[src/rtl/platform_onchip_memory_tester_if.sv]
// Avalon-MM bus between the memory tester (master) and the on-chip memory (slave).
//
// Handshake: a request (avm_read or avm_write) is accepted on a rising clock edge
// where it is asserted and avm_waitrequest is low. While avm_waitrequest is high the
// master holds avm_address, avm_writedata and the request unchanged. Read data is
// qualified by avm_readdatavalid and returns strictly in the order reads were accepted.
interface platform_onchip_memory_tester_if #(
    parameter int ADDR_W = 13,
    parameter int DATA_W = 32
);
    logic [ADDR_W-1:0]   avm_address;
    logic [DATA_W/8-1:0] avm_byteenable;
    logic                avm_chipselect;
    logic                avm_read;
    logic                avm_write;
    logic [DATA_W-1:0]   avm_writedata;
    logic [DATA_W-1:0]   avm_readdata;
    logic                avm_waitrequest;
    logic                avm_readdatavalid;

    modport master (
        output avm_address, avm_byteenable, avm_chipselect, avm_read, avm_write, avm_writedata,
        input  avm_readdata, avm_waitrequest, avm_readdatavalid
    );

    modport slave (
        input  avm_address, avm_byteenable, avm_chipselect, avm_read, avm_write, avm_writedata,
        output avm_readdata, avm_waitrequest, avm_readdatavalid
    );
endinterface

[src/rtl/platform_onchip_memory_tester.sv]
// On-chip memory self-test / scrub engine (Avalon-MM master).
// FILL writes a generated pattern over [base, base+len) (address wraps at 2**ADDR_W);
// CHECK reads the range back with up to MAX_PENDING reads in flight, compares each
// returned word against the same pattern, counts mismatches (saturating) and records
// the first mismatching address.
// Optional feature macro: PLATFORM_MEMTEST_LFSR_EN selects a 32-bit Galois LFSR
// pattern (poly 0x80200003, seed 0 replaced by 1); otherwise word k = seed + k.
// dbg_state exposes the FSM state encoding for checkers.
module platform_onchip_memory_tester #(
    parameter int ADDR_W      = 13,
    parameter int DATA_W      = 32,
    parameter int MAX_PENDING = 4,
    parameter int ERR_W       = 16
) (
    input  logic                clk,
    input  logic                reset_n,
    input  logic                cmd_start,
    input  logic                cmd_mode,
    input  logic [ADDR_W-1:0]   cmd_base,
    input  logic [ADDR_W:0]     cmd_len,
    input  logic [DATA_W-1:0]   cmd_seed,
    output logic                busy,
    output logic                done,
    output logic [ERR_W-1:0]    err_count,
    output logic                first_err_valid,
    output logic [ADDR_W-1:0]   first_err_addr,
    output logic [2:0]          dbg_state,
    platform_onchip_memory_tester_if.master avm
);

    typedef enum logic [2:0] {
        S_IDLE  = 3'd0,
        S_FILL  = 3'd1,
        S_CHECK = 3'd2,
        S_DRAIN = 3'd3,
        S_DONE  = 3'd4
    } state_t;

    localparam logic [ADDR_W:0]   CNT_ONE  = 1;
    localparam logic [ADDR_W-1:0] ADDR_ONE = 1;
    localparam logic [ERR_W-1:0]  ERR_ONE  = 1;
    localparam logic [3:0]        PEND_ONE = 4'd1;
    localparam logic [3:0]        PEND_MAX = 4'(MAX_PENDING);
`ifdef PLATFORM_MEMTEST_LFSR_EN
    localparam logic [DATA_W-1:0] LFSR_POLY = DATA_W'(32'h8020_0003);
`endif

    // First pattern word of a command.
    function automatic logic [DATA_W-1:0] pat_init(input logic [DATA_W-1:0] seed);
`ifdef PLATFORM_MEMTEST_LFSR_EN
        return (seed == '0) ? {{(DATA_W-1){1'b0}}, 1'b1} : seed;
`else
        return seed;
`endif
    endfunction

    // Pattern word k+1 from word k.
    function automatic logic [DATA_W-1:0] pat_next(input logic [DATA_W-1:0] p);
`ifdef PLATFORM_MEMTEST_LFSR_EN
        return p[0] ? ((p >> 1) ^ LFSR_POLY) : (p >> 1);
`else
        return p + {{(DATA_W-1){1'b0}}, 1'b1};
`endif
    endfunction

    state_t              state, state_nxt;
    logic [ADDR_W:0]     len_q;
    logic [ADDR_W:0]     issue_cnt;
    logic [ADDR_W-1:0]   issue_addr;
    logic [DATA_W-1:0]   issue_pat;
    logic [ADDR_W-1:0]   cmp_addr;
    logic [DATA_W-1:0]   cmp_pat;
    logic [3:0]          pending;

    logic                start_acc;
    logic                req_acc;
    logic                rd_acc;
    logic                rsp_acc;
    logic                issue_last;

    // Issue and response qualifiers shared by the FSM and the datapath.
    always_comb begin
        req_acc    = (avm.avm_read | avm.avm_write) & ~avm.avm_waitrequest;
        rd_acc     = avm.avm_read & ~avm.avm_waitrequest;
        // A response with nothing outstanding is stray and is dropped.
        rsp_acc    = avm.avm_readdatavalid & (pending != 4'd0);
        issue_last = (issue_cnt == (len_q - CNT_ONE));
    end

    // FSM state register.
    always_ff @(posedge clk) begin
        if (!reset_n) state <= S_IDLE;
        else          state <= state_nxt;
    end

    // Next-state logic and state-decoded outputs.
    always_comb begin
        state_nxt          = state;
        start_acc          = 1'b0;
        busy               = 1'b0;
        done               = 1'b0;
        avm.avm_read       = 1'b0;
        avm.avm_write      = 1'b0;
        case (state)
            S_IDLE: begin
                if (cmd_start) begin
                    start_acc = 1'b1;
                    if (cmd_len == '0)  state_nxt = S_DONE;
                    else if (cmd_mode)  state_nxt = S_CHECK;
                    else                state_nxt = S_FILL;
                end
            end
            S_FILL: begin
                busy          = 1'b1;
                avm.avm_write = 1'b1;
                if (req_acc && issue_last) state_nxt = S_DONE;
            end
            S_CHECK: begin
                busy = 1'b1;
                // Once a read is presented pending cannot grow until it is accepted,
                // so the request stays asserted through any stall.
                avm.avm_read = (pending < PEND_MAX);
                if (req_acc && issue_last) state_nxt = S_DRAIN;
            end
            S_DRAIN: begin
                busy = 1'b1;
                if (pending == 4'd0) state_nxt = S_DONE;
            end
            S_DONE: begin
                done      = 1'b1;
                state_nxt = S_IDLE;
            end
            default: state_nxt = S_IDLE;
        endcase
    end

    // Bus data outputs come straight from registers that only move on acceptance.
    always_comb begin
        avm.avm_chipselect = avm.avm_read | avm.avm_write;
        avm.avm_byteenable = '1;
        avm.avm_address    = (avm.avm_read | avm.avm_write) ? issue_addr : '0;
        avm.avm_writedata  = avm.avm_write ? issue_pat : '0;
    end

    assign dbg_state = state;

    // Command latch, issue/compare counters, pending reads and error capture.
    always_ff @(posedge clk) begin
        if (!reset_n) begin
            len_q           <= '0;
            issue_cnt       <= '0;
            issue_addr      <= '0;
            issue_pat       <= '0;
            cmp_addr        <= '0;
            cmp_pat         <= '0;
            pending         <= '0;
            err_count       <= '0;
            first_err_valid <= 1'b0;
            first_err_addr  <= '0;
        end else begin
            if (start_acc) begin
                len_q           <= cmd_len;
                issue_cnt       <= '0;
                issue_addr      <= cmd_base;
                issue_pat       <= pat_init(cmd_seed);
                cmp_addr        <= cmd_base;
                cmp_pat         <= pat_init(cmd_seed);
                err_count       <= '0;
                first_err_valid <= 1'b0;
                first_err_addr  <= '0;
            end else begin
                if (req_acc) begin
                    issue_cnt  <= issue_cnt + CNT_ONE;
                    issue_addr <= issue_addr + ADDR_ONE;
                    issue_pat  <= pat_next(issue_pat);
                end
                if (rsp_acc) begin
                    cmp_addr <= cmp_addr + ADDR_ONE;
                    cmp_pat  <= pat_next(cmp_pat);
                    if (avm.avm_readdata != cmp_pat) begin
                        if (err_count != {ERR_W{1'b1}}) err_count <= err_count + ERR_ONE;
                        if (!first_err_valid) begin
                            first_err_valid <= 1'b1;
                            first_err_addr  <= cmp_addr;
                        end
                    end
                end
            end
            case ({rd_acc, rsp_acc})
                2'b10:   pending <= pending + PEND_ONE;
                2'b01:   pending <= pending - PEND_ONE;
                default: pending <= pending;
            endcase
        end
    end

endmodule

[src/flat_wrapper.sv]
// flat-port wrapper written by rule: the top's interface ports become plain ports
module platform_onchip_memory_tester_flat 
#(
    parameter int ADDR_W      = 13,
    parameter int DATA_W      = 32,
    parameter int MAX_PENDING = 4,
    parameter int ERR_W       = 16
)
  (clk, reset_n, cmd_start, cmd_mode, cmd_base, cmd_len, cmd_seed, busy, done, err_count, first_err_valid, first_err_addr, dbg_state, avm_avm_address, avm_avm_byteenable, avm_avm_chipselect, avm_avm_read, avm_avm_write, avm_avm_writedata, avm_avm_readdata, avm_avm_waitrequest, avm_avm_readdatavalid);
  platform_onchip_memory_tester_if #(.ADDR_W(ADDR_W), .DATA_W(DATA_W)) avm_i ();
  input  logic clk;
  input  logic reset_n;
  input  logic cmd_start;
  input  logic cmd_mode;
  input  logic [ADDR_W-1:0] cmd_base;
  input  logic [ADDR_W:0] cmd_len;
  input  logic [DATA_W-1:0] cmd_seed;
  output logic busy;
  output logic done;
  output logic [ERR_W-1:0] err_count;
  output logic first_err_valid;
  output logic [ADDR_W-1:0] first_err_addr;
  output logic [2:0] dbg_state;
  output wire logic [$bits(avm_i.avm_address)-1:0] avm_avm_address;
  output wire logic [$bits(avm_i.avm_byteenable)-1:0] avm_avm_byteenable;
  output wire logic [$bits(avm_i.avm_chipselect)-1:0] avm_avm_chipselect;
  output wire logic [$bits(avm_i.avm_read)-1:0] avm_avm_read;
  output wire logic [$bits(avm_i.avm_write)-1:0] avm_avm_write;
  output wire logic [$bits(avm_i.avm_writedata)-1:0] avm_avm_writedata;
  input wire logic [$bits(avm_i.avm_readdata)-1:0] avm_avm_readdata;
  input wire logic [$bits(avm_i.avm_waitrequest)-1:0] avm_avm_waitrequest;
  input wire logic [$bits(avm_i.avm_readdatavalid)-1:0] avm_avm_readdatavalid;
  assign avm_avm_address = avm_i.avm_address;
  assign avm_avm_byteenable = avm_i.avm_byteenable;
  assign avm_avm_chipselect = avm_i.avm_chipselect;
  assign avm_avm_read = avm_i.avm_read;
  assign avm_avm_write = avm_i.avm_write;
  assign avm_avm_writedata = avm_i.avm_writedata;
  assign avm_i.avm_readdata = avm_avm_readdata;
  assign avm_i.avm_waitrequest = avm_avm_waitrequest;
  assign avm_i.avm_readdatavalid = avm_avm_readdatavalid;
  platform_onchip_memory_tester #(.ADDR_W(ADDR_W), .DATA_W(DATA_W), .MAX_PENDING(MAX_PENDING), .ERR_W(ERR_W)) u_core (.clk(clk), .reset_n(reset_n), .cmd_start(cmd_start), .cmd_mode(cmd_mode), .cmd_base(cmd_base), .cmd_len(cmd_len), .cmd_seed(cmd_seed), .busy(busy), .done(done), .err_count(err_count), .first_err_valid(first_err_valid), .first_err_addr(first_err_addr), .dbg_state(dbg_state), .avm(avm_i));
endmodule
[config.mk]
export PLATFORM = sky130hd
export DESIGN_NAME = platform_onchip_memory_tester_flat
export DESIGN_NICKNAME = d
export VERILOG_FILES = /design/src/rtl/platform_onchip_memory_tester_if.sv /design/src/rtl/platform_onchip_memory_tester.sv /design/src/flat_wrapper.sv
export SDC_FILE = /design/constraint.sdc
export NUM_CORES = 1
export LEC_CHECK = 0
export BUFFER_PORTS_ARGS = -buffer_cell sky130_fd_sc_hd__buf_2
export CAP_MARGIN = 20
export CORE_MARGIN = 3
export CORE_UTILIZATION = 55
export DETAILED_ROUTE_END_ITERATION = 12
export PLACE_DENSITY = 0.81
export SETUP_SLACK_MARGIN = 0.2
export SLEW_MARGIN = 20
export SYNTH_ARGS = -nofsm -noshare
export SYNTH_HDL_FRONTEND = slang
export SYNTH_SLANG_ARGS = --single-unit
[constraint.sdc]
create_clock -name clk -period 3.1 [get_ports clk]
set_input_delay 0.465 -clock clk [delete_from_list [all_inputs] [get_ports clk]]
set_output_delay 0.465 -clock clk [all_outputs]
set_load 0.03 [all_outputs]
Word-level counts from Yosys, hierarchy flattened
Index checks and enable logic that the tools add are counted.

Latch bits: 0. RAM bits: 0. Memories: 0. Output and inout bits: 87. Word-level logic and storage cells: 79. Memory bits (read-only): 0. Input port bits: 97. Register bits after elaboration: 155.

Magnitude comparators: 1. Equal/unequal tests: 13. Divide/modulo/power cells: 0. Muxes and demuxes: 24. Bitwise logic cells: 7. Reduce and logical (&&, ||, !) cells: 14. Shift-type cells: 0. Multiply operators: 0. $add $sub $neg: 9.

Operator list (count): $mux W32 (5); $mux W13 (5); $add A32 B1 Y32 const B (2); $ne A32 B32 Y1 (1); $add A13 B1 Y13 const B (2); $add A16 B1 Y16 const B (1); $ne A16 B16 Y1 const B (1); $mux W3 (5); $add A14 B1 Y14 const B (1); $eq A14 B14 Y1 (1); $logic_not A14 Y1 (1); $sub A14 B1 Y14 const B (1); $pmux W3 S4 (1); $pmux W4 S2 (1); $eq A3 B2 Y1 const B (2); $mux W1 (6); $ne A2 B1 Y1 const B (3); $reduce_and A3 Y1 (2); $reduce_bool A2 Y1 (3); $add A4 B1 Y4 const B (1); $logic_not A4 Y1 (1); $lt A4 B3 Y1 const B (1); $reduce_and A4 Y1 (1); $reduce_bool A4 Y1 (1); 15 further kinds (19).

Longest topological paths before layout
Gate-level depths: netlist of the first run.

Depth in word-level cells: 7. Mapped depth: 11. Gate-level depth less buffers: 10.

Worst setup path after synthesis of the first run
Ideal clock, no wire load.

Path type: register to register. Start point: register u_core.state[2] (netlist: u_core.dbg_state[2]). End point: register u_core.pending[3]. Period minus slack after synthesis: 2652 ps. Setup time: 76 ps. Setup slack: 448 ps. Arrival: 2577 ps. Cell stages (with the launch flop): 12. Required time: 3024 ps. Path through: dfxtp_1 > clkbuf_1 > nor2_1 > and3_1 > nand2b_1 > ha_1 > ha_1 > a21o_1 > a21oi_1 > xnor2_1 > or3_1 > a21boi_0.

Longest elaborated chain between the ends: 5.

Ends and longest elaborated chain: start: declaration (RTL line platform_onchip_memory_tester.sv:66) `state_t state, state_nxt;`; start signal: assignment (RTL line platform_onchip_memory_tester.sv:93) `else state <= state_nxt;`; $eq A3 B2 Y1 (*) (RTL line platform_onchip_memory_tester.sv:104) `case (state)`; $mux W1 (*) (RTL line platform_onchip_memory_tester.sv:104); named net avm_avm_read (RTL line flat_wrapper.sv:27) `output wire logic [$bits(avm_i.avm_read)-1:0] avm_avm_read;`; $and A1 B1 Y1 (*) (RTL line platform_onchip_memory_tester.sv:84) `rd_acc = avm.avm_read & ~avm.avm_waitrequest;`; $eq A2 B1 Y1 / $eq A2 B2 Y1 (equally long branches) (RTL line platform_onchip_memory_tester.sv:189) `case ({rd_acc, rsp_acc})`; $pmux W4 S2 / $reduce_bool A2 Y1 (equally long branches); end signal: assignment (RTL line platform_onchip_memory_tester.sv:190) `2'b10: pending <= pending + PEND_ONE;`; end signal: assignment (RTL line platform_onchip_memory_tester.sv:191) `2'b01: pending <= pending - PEND_ONE;`; end signal: assignment (RTL line platform_onchip_memory_tester.sv:192) `default: pending <= pending;`; end: declaration (RTL line platform_onchip_memory_tester.sv:73) `logic [3:0] pending;`.

Mark *: on every way through the listed nets, which the timed path passes. The rest lies on a longest branch. A chain may end at the register's enable or synchronous reset.

Worst setup path after layout of the first run
Start point: register u_core.state[0] (netlist: u_core.dbg_state[0]). End point: output avm_avm_address[1].

Longest elaborated chain between the ends: 4.

Ends and longest elaborated chain: $eq A3 B2 Y1 / $eq A3 B1 Y1 (equally long branches) (RTL line platform_onchip_memory_tester.sv:104); $mux W1 (RTL line platform_onchip_memory_tester.sv:104); $or A1 B1 Y1 (*) (RTL line platform_onchip_memory_tester.sv:141) `avm.avm_address = (avm.avm_read | avm.avm_write) ? issue_addr : '0;`; $mux W13 (*) (RTL line platform_onchip_memory_tester.sv:141); end: declaration (RTL line flat_wrapper.sv:24) `output wire logic [$bits(avm_i.avm_address)-1:0] avm_avm_address;`.

Mark *: on every way between the ends. The rest lies on a longest branch, timed or not.

==> run_results.csv, run 1 <==
group,metric,value,unit
run_status,status,"finished, final reports clean",
global_route,use_met2,45.2,%
detailed_routing,wire_per_inst,16.7,microns
logic_synthesis,synth.largest_area_cell,"dfxtp_1",
detailed_routing,dr_total_vias,7767,
logic_synthesis,netlist_area,0.00828,sq mm
logic_synthesis,synth_seq_cells,155,
placed_design,io_buffers,179,
worst_setup_path,path_cells,"nor2b_2 > nor2b_2 > buf_4 > nor2_1 > buf_4 > nor2b_1 > buf_2",
timing,clock.fmax,0.368,GHz
detailed_routing,wl,22.5,mm
power_and_ir_drop,p_clk_share,34.7,%
clock_tree,ctsLongestPathBuffers,2,
power_and_ir_drop,ir_drop,0.466,mV
finish,drive_gt1_share,20.4,%
global_route,grt_pass1_vias,7208,
power_and_ir_drop,power_frac_comb,23.4,%
timing,final_max_slew_viol_count,0,
timing,hold_viol_final,0,
global_route,met1_usage,33.9,%
logic_synthesis,seq_area_frac_synth,37.5,%
die,fp.dieW,129,microns
logic_synthesis,avgSynthCellArea,8.34,sq um
die,die_h,129,microns
clock_tree,cts_tree,"yes",
timing,setup_viol,0,
global_route,grt_max_degree,126,
min_path,worstHoldPathType,"primary input to flip-flop",
power_and_ir_drop,p_int,4050,uW
worst_setup_path,crit_family,"simple AND/OR/NAND/NOR gates",
worst_setup_path,timing.critical_path.buf_inv,3,
logic_synthesis,ys_types,55,
die,coreArea,0.0146,sq mm
logic_synthesis,yosysMostFrequentCell,"dfxtp_1",
worst_setup_path,reg2reg_slack,0.52,ns
die,start_util,56.5,%
clock_tree,cts_sinks,155,
global_route,grt_pass1_wl,35.4,mm
worst_setup_path,cp_slowest_cell,"dfxtp_2",
die,io_pins,184,
worst_setup_path,max_stage_delay,0.45,ns
detailed_routing,detail-route-antenna-nets,0,
clock_tree,clock_latency,0.43,ns
clock_tree,ctsHoldBuffers,0,
timing,grt_setup_unrepaired,"no",
global_route,antenna_found_initial,1,
logic_synthesis,async_flop_share,0,%
clock_tree,cts.clk_slew.worst_paths,0.06,ns
placed_design,place_hpwl,16.4,mm
finish,final_nets,1259,
worst_setup_path,critPathMaxFanout,21,
global_route,busiest_layer,"met2",
worst_setup_path,endpoint_kind,"output pin",
global_route,grt.total_usage,26.5,%
worst_setup_path,cp.required,2.63,ns
global_route,use_met3,5.15,%
detailed_routing,first_pass_iters,5,
logic_synthesis,yosysWarnings,0,
logic_synthesis,synthTopCellsByCount,"dfxtp_1 (155), xor2_1 (101), a21oi_1 (96)",
global_route,grt_overflow,0,
placed_design,globalplace.congestion,0.897,
power_and_ir_drop,seqPwrFrac,41.9,%
clock_tree,postCtsSetupBuffers,0,
timing,tightest_slew,0.824,ns
worst_setup_path,cp-start-kind,"flip-flop",
finish,antenna_cells,0,
die,rows,44,
flow_run,drv_cap,0,
logic_synthesis,yosysTopAreaCellShare,37.5,%
power_and_ir_drop,switching_share,33.0,%
finish,areaGrowthSynthToFinish,19.6,%
power_and_ir_drop,p_per_area,610,mW/mm^2
logic_synthesis,syn_inst,992,
clock_tree,cts_made_buffers,17,
logic_synthesis,ys.flop_type,"dfxtp_1",
clock_tree,h-tree-depth,4,
detailed_routing,drt-vias-per-instance,5.76,
timing,min_period_over_period,87.8,%
logic_synthesis,synth_area_leaders,"dfxtp_1 (37%), xor2_1 (11%), a21oi_1 (5.8%)",
die,dieArea,0.0166,sq mm
timing,fin_skew,0.0112,ns
power_and_ir_drop,power.switching,1990,uW
logic_synthesis,synth_edf_count,0,
detailed_routing,post-route-drc-count,0,
timing,min_period,2.72,ns
clock_tree,cts-root-buf,"clkbuf_16",
worst_setup_path,arrival,2.26,ns
timing,worst_slew_margin_rel,45.1,%
finish,finish.utilization,67.6,%
detailed_routing,drt_iter0_markers,442,
worst_setup_path,crit_type,"flip-flop to output pin",
power_and_ir_drop,p_leak,0.00419,uW
timing,finalSetupTns,0,ns
## routing by layer
| layer | vias up | wire length, microns |
|---|---|---|
| met5 | - | 7 |
| met4 | 2 | 512 |
| met3 | 46 | 1750 |
| met2 | 319 | 11000 |
| met1 | 3632 | 9220 |
| li1 | 3768 | - |
## layout by cell type, fill, tap and decap left out, types with 3 or more instances in the layout
| master | n |
|---|---|
| a21boi_0 | 16 |
| a41o_1 | 5 |
| dfxtp_1 | 154 |
| clkbuf_16 | 17 |
| nand2_1 | 93 |
| clkinv_2 | 4 |
| a311oi_1 | 4 |
| nand2b_1 | 13 |
| nor2b_1 | 15 |
| buf_4 | 11 |
| and2_1 | 42 |
| nor3_2 | 3 |
| nor2_1 | 73 |
| or3_1 | 4 |
| xor2_1 | 101 |
| mux2i_1 | 29 |
| buf_2 | 179 |
| nand3_1 | 33 |
| and3_1 | 22 |
| nor3_1 | 12 |
| inv_1 | 15 |
| a21oi_1 | 96 |
| conb_1 | 4 |
| nor4_1 | 15 |
| a211oi_1 | 5 |
| nand4_1 | 35 |
| clkbuf_8 | 4 |
| a31oi_1 | 6 |
| and4_1 | 7 |
| ha_1 | 10 |
| xnor2_1 | 43 |
| o21ai_0 | 54 |
## cell families (layout without fill, tap and decap cells)
logic type / count (synthesis) / after routing / synth area share [%]
AND/OR/NAND/NOR: 384 / 384 / 24.7
flip-flops: 155 / 155 / 37.5
other: 1 / 4 / 0.0453
multiplexers: 29 / 29 / 3.51
buffers and inverters: 69 / 238 / 3.45
XOR/XNOR: 144 / 144 / 15.2
AO/OA/AOI/OAI: 199 / 199 / 13.8
adder cells (fa/ha/maj): 11 / 11 / 1.75
## worst register-to-register path, cell delays in order, from the launching register on
cell,delay [ns]
dfxtp_1,0.50
xor2_1,0.14
nor4_1,0.45
nand4_1,0.16
o21ai_0,0.56
a41oi_1,0.09
buf_4,0.25
nand3_1,0.14
mux2i_1,0.21
## power by group through the flow
stage,Sequential [uW],Combinational [uW],Clock (uW)
after floorplan,2490,1020,0
after CTS,2520,1410,2110
after global routing,2560,1550,2200
after detailed placement,2560,1400,0
final,2530,1410,2090
after global placement,2550,1360,0
## cell type report
cell class	count	area (sq um)
multi-input combinational	771	4910
clock inverter	10	113
clock buffer	22	484
sequential	155	3100
tap	184	230
timing repair buffer	191	998
fill	1219	4740
inverter	15	56.3
## final timing paths
kind                        start                    to  cells after the start
max           u_core.dbg_state[0]    avm_avm_address[1]                      7
min                    cmd_len[4]       u_core.len_q[4]                      3
max reg2reg    u_core.cmp_pat[10]  u_core.err_count[14]                      8
min reg2reg  u_core.err_count[13]  u_core.err_count[13]                      2
## registers in the layout (all words and copies together) (netlist names)
signal / cells
u_core.cmp_pat: 32
u_core.issue_pat: 32
u_core.err_count: 16
u_core.issue_cnt: 14
u_core.len_q: 14
u_core.cmp_addr: 13
u_core.first_err_addr: 13
u_core.issue_addr: 13
u_core.pending: 4
u_core.dbg_state: 3
u_core.first_err_valid: 1
## metrics by stage
step | total power (uW) | worst slack (ns) | instance area (sq um) | cells | hold WS, ns
after floorplan | 3510 | 0.448 | 8290 | 995 | 0.453
after global placement | 3910 | 0.489 | 9300 | 1316 | 0.462
after detailed placement | 3950 | 0.502 | 9300 | 1316 | 0.475
after CTS | 6030 | 0.314 | 9900 | 1348 | 0.295
after global routing | 6310 | 0.257 | 9900 | 1348 | 0.317
final | 6040 | 0.379 | 9900 | 1348 | 0.301
## timing repair
item                       CTS  global route
setup endpoints to repair    1             3
hold endpoints to repair     0             0
resized for setup            1             1
gates cloned                 0             0
Power figures use the tool's default switching activity.
==> run 2: changes to the inputs <==
Settings changed: CTS_BUF_LIST set to sky130_fd_sc_hd__clkbuf_8 sky130_fd_sc_hd__clkbuf_16.
==> run 2 against run 1 <==
Compared with the run above:
- hold slack got worse by 0.0012 ns
- routed wire length rose by 0.16%
- fmax barely moved
- power barely moved
- combinational power barely moved
- via count barely moved
- sequential share of layout area did not move
- clock power barely moved
- sequential power barely moved
- cell count did not move
- die area did not move
- clock skew barely moved
- critical path type unchanged
- critical endpoint unchanged
- largest power group unchanged
- highest routed layer unchanged
==> run_results.csv, run 2 (synthesized netlist as in run 1, its figures left out) <==
group,metric,value,unit
finish,layout_common_cells,"buf_2 (179), dfxtp_1 (154), xor2_1 (101), a21oi_1 (96), nand2_1 (93)",
die,dieArea,0.0166,sq mm
detailed_routing,dr_total_vias,7765,
clock_tree,cts-root-buf,"clkbuf_16",
power_and_ir_drop,p_leak,0.00419,uW
worst_setup_path,crit_family,"simple AND/OR/NAND/NOR gates",
timing,hold_viol_final,0,
finish,register_area,0.00310,sq mm
global_route,grt_pass1_vias,7208,
timing,clock.fmax,0.367,GHz
detailed_routing,wl,22.5,mm
power_and_ir_drop,power.switching,2000,uW
timing,grt_setup_unrepaired,"no",
finish,antenna_cells,0,
worst_setup_path,worst_r2r_endpoint,"u_core.err_count[14]",
power_and_ir_drop,p_int,4040,uW
worst_setup_path,crit_end,"avm_avm_address[1]",
worst_setup_path,critPathMaxFanout,21,
global_route,antenna_found_initial,1,
global_route,grt_overflow,0,
die,fp.dieW,129,microns
timing,worst_slew_margin_rel,45.8,%
clock_tree,cts.clk_slew.worst_paths,0.06,ns
detailed_routing,drt-vias-per-instance,5.76,
finish,finish.utilization,67.6,%
placed_design,place_hpwl,16.4,mm
finish,drive_gt1_share,20.4,%
die,rows,44,
worst_setup_path,path_cells,"nor2b_2 > nor2b_2 > buf_4 > nor2_1 > buf_4 > nor2b_1 > buf_2",
die,io_pins,184,
power_and_ir_drop,seqPwrFrac,41.9,%
timing,hold-worst-slack,0.300,ns
finish,multi_input_area,0.00491,sq mm
timing,fin_skew,0.0111,ns
worst_setup_path,reg2reg_slack,0.52,ns
clock_tree,clock_latency,0.43,ns
worst_setup_path,timing.critical_path.buf_inv,3,
timing,min_period,2.72,ns
timing,setup_viol,0,
worst_setup_path,arrival,2.26,ns
power_and_ir_drop,p_clk_share,34.7,%
clock_tree,postCtsSetupBuffers,0,
worst_setup_path,max_stage_delay,0.45,ns
run_status,status,"finished, final reports clean",
min_path,worstHoldPathType,"primary input to flip-flop",
clock_tree,ctsLongestPathBuffers,2,
finish,top_regs,"u_core.cmp_pat x32, u_core.issue_pat x32, u_core.err_count x16",
finish,final_cells,1348,
clock_tree,cts_sinks,155,
finish,layout_commonest_cell,"buf_2",
timing,min_period_over_period,87.8,%
worst_setup_path,cp_num_cells,7,
detailed_routing,wire_per_inst,16.7,microns
power_and_ir_drop,switching_share,33.0,%
die,coreArea,0.0146,sq mm
detailed_routing,detail-route-antenna-nets,0,
worst_setup_path,reg2reg_depth,8,
clock_tree,h-tree-depth,4,
detailed_routing,drt_iter0_markers,440,
power_and_ir_drop,p_per_area,610,mW/mm^2
worst_setup_path,endpoint_kind,"output pin",
worst_setup_path,worstSetupStartpoint,"u_core.dbg_state[0]",
placed_design,globalplace.congestion,0.897,
clock_tree,cts_tree,"yes",
timing,final_max_slew_viol_count,0,
worst_setup_path,cp-start-kind,"flip-flop",
global_route,grt.total_usage,26.5,%
global_route,grt_pass1_wl,35.4,mm
die,start_util,56.5,%
flow_run,drv_cap,0,
power_and_ir_drop,power_frac_comb,23.4,%
global_route,grt_max_degree,126,
finish,areaGrowthSynthToFinish,19.6,%
power_and_ir_drop,ir_drop,0.468,mV
detailed_routing,post-route-drc-count,0,
worst_setup_path,cp.required,2.63,ns
timing,finalSetupTns,0,ns
detailed_routing,first_pass_iters,6,
worst_setup_path,timing.rr.start,"u_core.cmp_pat[10]",
placed_design,dp_cells,1316,
worst_setup_path,crit_type,"flip-flop to output pin",
timing,tightest_slew,0.813,ns
placed_design,io_buffers,179,
finish,final_nets,1259,
clock_tree,cts_made_buffers,17,
worst_setup_path,cp_slowest_cell,"dfxtp_2",
die,die_h,129,microns
finish,fillers,1219,
run 2: cell count changes in the layout (fill, tap and decap cells not counted):
| cell | delta |
|---|---|
| inv_1 | +1 |
| clkbuf_1 | -1 |
run 2: layout make-up:
cell class | instances | share of cell area, %
clock buffer | 21 | 4.85
clock inverter | 11 | 1.18
inverter | 15 | 0.569
multi-input combinational | 771 | 49.6
sequential | 155 | 31.4
tap | 184 | 2.33
timing repair buffer | 191 | 10.1
run 2: how the worst min path moves through the flow:
stage,from,to,slack (ns),depth (start not counted)
after floorplan,u_core.issue_pat[25],u_core.issue_pat[25],0.45,1
after global placement,u_core.err_count[11],u_core.err_count[11],0.46,2
after detailed placement,u_core.first_err_valid,u_core.first_err_valid,0.48,2
after CTS,cmd_len[4],u_core.len_q[4],0.29,3
after global routing,cmd_mode,u_core.dbg_state[1],0.32,3
final,cmd_len[4],u_core.len_q[4],0.30,3
run 2: power groups by stage:
stage	sequential, uW	clock (uW)	combinational (uW)
detailed placement	2560	0	1400
floorplan	2490	0	1020
CTS	2520	2100	1410
finish	2530	2100	1410
global route	2560	2200	1550
global placement	2550	0	1360
run 2: layer usage:
layer,up-vias,share of wire [%],GRT usage [%]
met4,2,2.3,8.59
met1,3646,41,33.9
met2,303,49,45.2
met5,-,0.031,0
li1,3767,-,-
met3,47,7.5,5.15
run 2: worst reg2reg max path, delay by kind of cell, from the launching register on:
family / cells / cell delay [ns]
XOR/XNOR: 1 / 0.14
buffers and inverters: 1 / 0.25
multiplexers: 1 / 0.21
AND/OR/NAND/NOR: 3 / 0.75
AO/OA/AOI/OAI: 2 / 0.65
flip-flops: 1 / 0.50
run 2: per-stage QoR:
step | setup WS, ns | area, sq um | power [uW]
after floorplan | 0.448 | 8290 | 3510
final | 0.378 | 9900 | 6040
after detailed placement | 0.502 | 9300 | 3950
after global placement | 0.489 | 9300 | 3910
after global routing | 0.257 | 9900 | 6300
after CTS | 0.314 | 9900 | 6030
run 2: repair_timing:
| item | CTS | global route |
|---|---|---|
| hold buffers | 0 | 0 |
| endpoints found under the setup margin | 1 | 3 |
| gates resized for setup | 1 | 1 |
| pin swaps | 0 | 0 |
==> run 3: changes to the inputs <==
--- a/config.mk
+++ b/config.mk
@@ -10,6 +10,6 @@
 export CORE_MARGIN = 3
-export CORE_UTILIZATION = 55
-export CTS_BUF_LIST = sky130_fd_sc_hd__clkbuf_8 sky130_fd_sc_hd__clkbuf_16
+export CORE_UTILIZATION = 57
+export CTS_BUF_LIST = sky130_fd_sc_hd__clkbuf_2
 export DETAILED_ROUTE_END_ITERATION = 12
-export PLACE_DENSITY = 0.81
+export PLACE_DENSITY = 0.83
 export SETUP_SLACK_MARGIN = 0.2
--- a/constraint.sdc
+++ b/constraint.sdc
@@ -3,2 +3,2 @@
 set_output_delay 0.465 -clock clk [all_outputs]
-set_load 0.03 [all_outputs]
+set_load 0.05 [all_outputs]
==> run 3 against run 2 <==
Compared with the run above:
- design area decreased by 0.64%
- clock skew increased by 0.041 ns
- sequential cell count unchanged
- non-clock buffer count increased by 18
- global-route usage increased by 0.71 points
- critical path type unchanged
- highest routed layer unchanged
==> run_results.csv, run 3 (synthesized netlist as in run 1, its figures left out) <==
group,metric,value,unit
worst_setup_path,cp_slowest_cell,"dfxtp_4",
worst_setup_path,max_stage_delay,0.45,ns
finish,layout_commonest_cell,"buf_2",
timing,hold_viol_final,0,
global_route,antenna_found_initial,1,
timing,worst_slew_margin_rel,47.1,%
worst_setup_path,worst_r2r_endpoint,"u_core.dbg_state[2]",
finish,register_area,0.00311,sq mm
timing,clock.fmax,0.362,GHz
detailed_routing,first_pass_iters,5,
global_route,grt_max_degree,72,
power_and_ir_drop,seqPwrFrac,47.2,%
finish,multi_input_area,0.00492,sq mm
placed_design,globalplace.congestion,0.936,
min_path,worstHoldPathType,"primary input to flip-flop",
clock_tree,cts_sinks,155,
power_and_ir_drop,p_clk_share,24.0,%
clock_tree,cts_tree,"yes",
flow_run,drv_cap,0,
power_and_ir_drop,power.total,5340,uW
power_and_ir_drop,p_int,3340,uW
detailed_routing,dr_total_vias,7749,
clock_tree,cts.clk_slew.worst_paths,0.26,ns
worst_setup_path,crit_family,"simple AND/OR/NAND/NOR gates",
die,start_util,58.9,%
finish,fillers,1164,
die,rows,43,
worst_setup_path,crit_type,"flip-flop to output pin",
timing,grt_setup_unrepaired,"yes",
clock_tree,ctsLongestPathBuffers,2,
clock_tree,cts_made_buffers,17,
min_path,min_to,"u_core.issue_pat[24]",
worst_setup_path,critPathMaxFanout,33,
finish,antenna_cells,0,
worst_setup_path,reg2reg_depth,8,
power_and_ir_drop,power_frac_comb,28.8,%
detailed_routing,detail-route-antenna-nets,0,
worst_setup_path,arrival,2.30,ns
clock_tree,cts-root-buf,"clkbuf_2",
worst_setup_path,cp-start-kind,"flip-flop",
power_and_ir_drop,p_per_area,543,mW/mm^2
worst_setup_path,endpoint_kind,"output pin",
worst_setup_path,cp_common_cell,"nor2b_2",
worst_setup_path,timing.critical_path.buf_inv,2,
worst_setup_path,timing.rr.start,"u_core.len_q[0]",
timing,fin_skew,0.0516,ns
detailed_routing,drt_iter0_markers,693,
power_and_ir_drop,switching_share,37.5,%
min_path,worstHoldStart,"cmd_seed[24]",
die,fp.dieW,126,microns
detailed_routing,post-route-drc-count,0,
placed_design,place_hpwl,16.2,mm
placed_design,io_buffers,179,
finish,drive_gt1_share,20.5,%
global_route,grt.total_usage,27.2,%
timing,setup_viol,0,
timing,min_period_over_period,89.1,%
worst_setup_path,path_cells,"nor2b_2 > nor2b_2 > buf_8 > and2_1 > buf_2",
timing,min_period,2.76,ns
die,io_pins,184,
detailed_routing,drt-vias-per-instance,5.69,
worst_setup_path,reg2reg_slack,0.55,ns
clock_tree,clock_latency,0.75,ns
finish,final_nets,1277,
global_route,grt_overflow,0,
die,coreArea,0.0140,sq mm
die,die_h,126,microns
timing,final_max_slew_viol_count,0,
timing,tightest_slew,0.793,ns
global_route,grt_pass1_wl,35.5,mm
finish,top_regs,"u_core.cmp_pat x32, u_core.issue_pat x32, u_core.err_count x16",
finish,layout_common_cells,"buf_2 (157), dfxtp_1 (153), xor2_1 (101), a21oi_1 (96), nand2_1 (93)",
detailed_routing,wl,22.2,mm
timing,finalSetupTns,0,ns
worst_setup_path,cp.required,2.63,ns
power_and_ir_drop,power.switching,2000,uW
global_route,grt_pass1_vias,7363,
min_path,hold_depth,3,
finish,finish.utilization,70.0,%
clock_tree,h-tree-depth,4,
power_and_ir_drop,ir_drop,0.373,mV
detailed_routing,wire_per_inst,16.3,microns
power_and_ir_drop,p_leak,0.00412,uW
finish,areaGrowthSynthToFinish,18.9,%
die,dieArea,0.0160,sq mm
run_status,status,"finished, final reports clean",
## run 3: cell types whose count changed in the layout (fill, tap and decap cells not counted), sizes merged
| cell | previous run | this run |
|---|---|---|
| buf | 191 | 170 |
| dlygate4sd3 | 0 | 18 |
| clkbuf | 21 | 38 |
| bufinv | 2 | 4 |
| clkinv | 5 | 7 |
| clkinvlp | 2 | 3 |
| inv | 17 | 16 |
## run 3: routing by layer
metal | routed length, microns | GRT usage (%)
met5 | 8 | 0
met4 | 630 | 9.46
met3 | 1430 | 6.27
met2 | 10700 | 45.7
met1 | 9430 | 34.5
## run 3: power groups by stage
stage	Combinational, uW	Sequential, uW	Clock, uW
floorplan	1100	2510	0
CTS	1520	2510	1280
detailed placement	1490	2550	0
global placement	1460	2540	0
global route	1690	2550	1370
finish	1540	2520	1280
## run 3: stage by stage
step | std cells | hold WS (ns) | setup WS (ns) | cell area, sq um
after floorplan | 995 | 0.453 | 0.181 | 8290
after global placement | 1312 | 0.444 | 0.538 | 9300
after detailed placement | 1312 | 0.452 | 0.531 | 9300
after CTS | 1362 | 0.0127 | 0.201 | 9780
after global routing | 1362 | 0.00669 | 0.183 | 9840
final | 1362 | 0.0317 | 0.337 | 9840
## run 3: worst max path at each step
stage                                    start                    end  slack (ns)  cells past startpoint
after floorplan            u_core.dbg_state[0]    avm_avm_address[11]        0.18                      6
after global placement    avm_avm_readdata[20]   u_core.err_count[13]        0.54                     10
after detailed placement  avm_avm_readdata[20]   u_core.err_count[12]        0.53                     10
after CTS                  u_core.dbg_state[0]  avm_avm_writedata[12]        0.20                      5
after global routing       u_core.dbg_state[0]     avm_avm_address[1]        0.18                      5
final                      u_core.dbg_state[0]  avm_avm_writedata[15]        0.34                      5
## run 3: what timing repair did
| action | CTS | global route |
|---|---|---|
| endpoints found under the hold margin | 20 | 0 |
| pin swaps | 0 | 0 |
| endpoints found under the setup margin | 47 | 46 |
| setup buffers | 0 | 0 |
| hold buffers | 18 | 0 |
| gates resized for setup | 6 | 24 |
## run 3: area by class of cell
class,count,share of cell area [%]
multi-input combinational,771,50.0
sequential,155,31.6
timing repair buffer,209,12.6
tap,180,2.29
clock inverter,15,2.01
clock buffer,17,0.865
inverter,15,0.572
## run 3: worst min-delay path: stages
cell,delay (ns)
buf_2,0.07
o21ai_0,0.11
a21oi_1,0.13
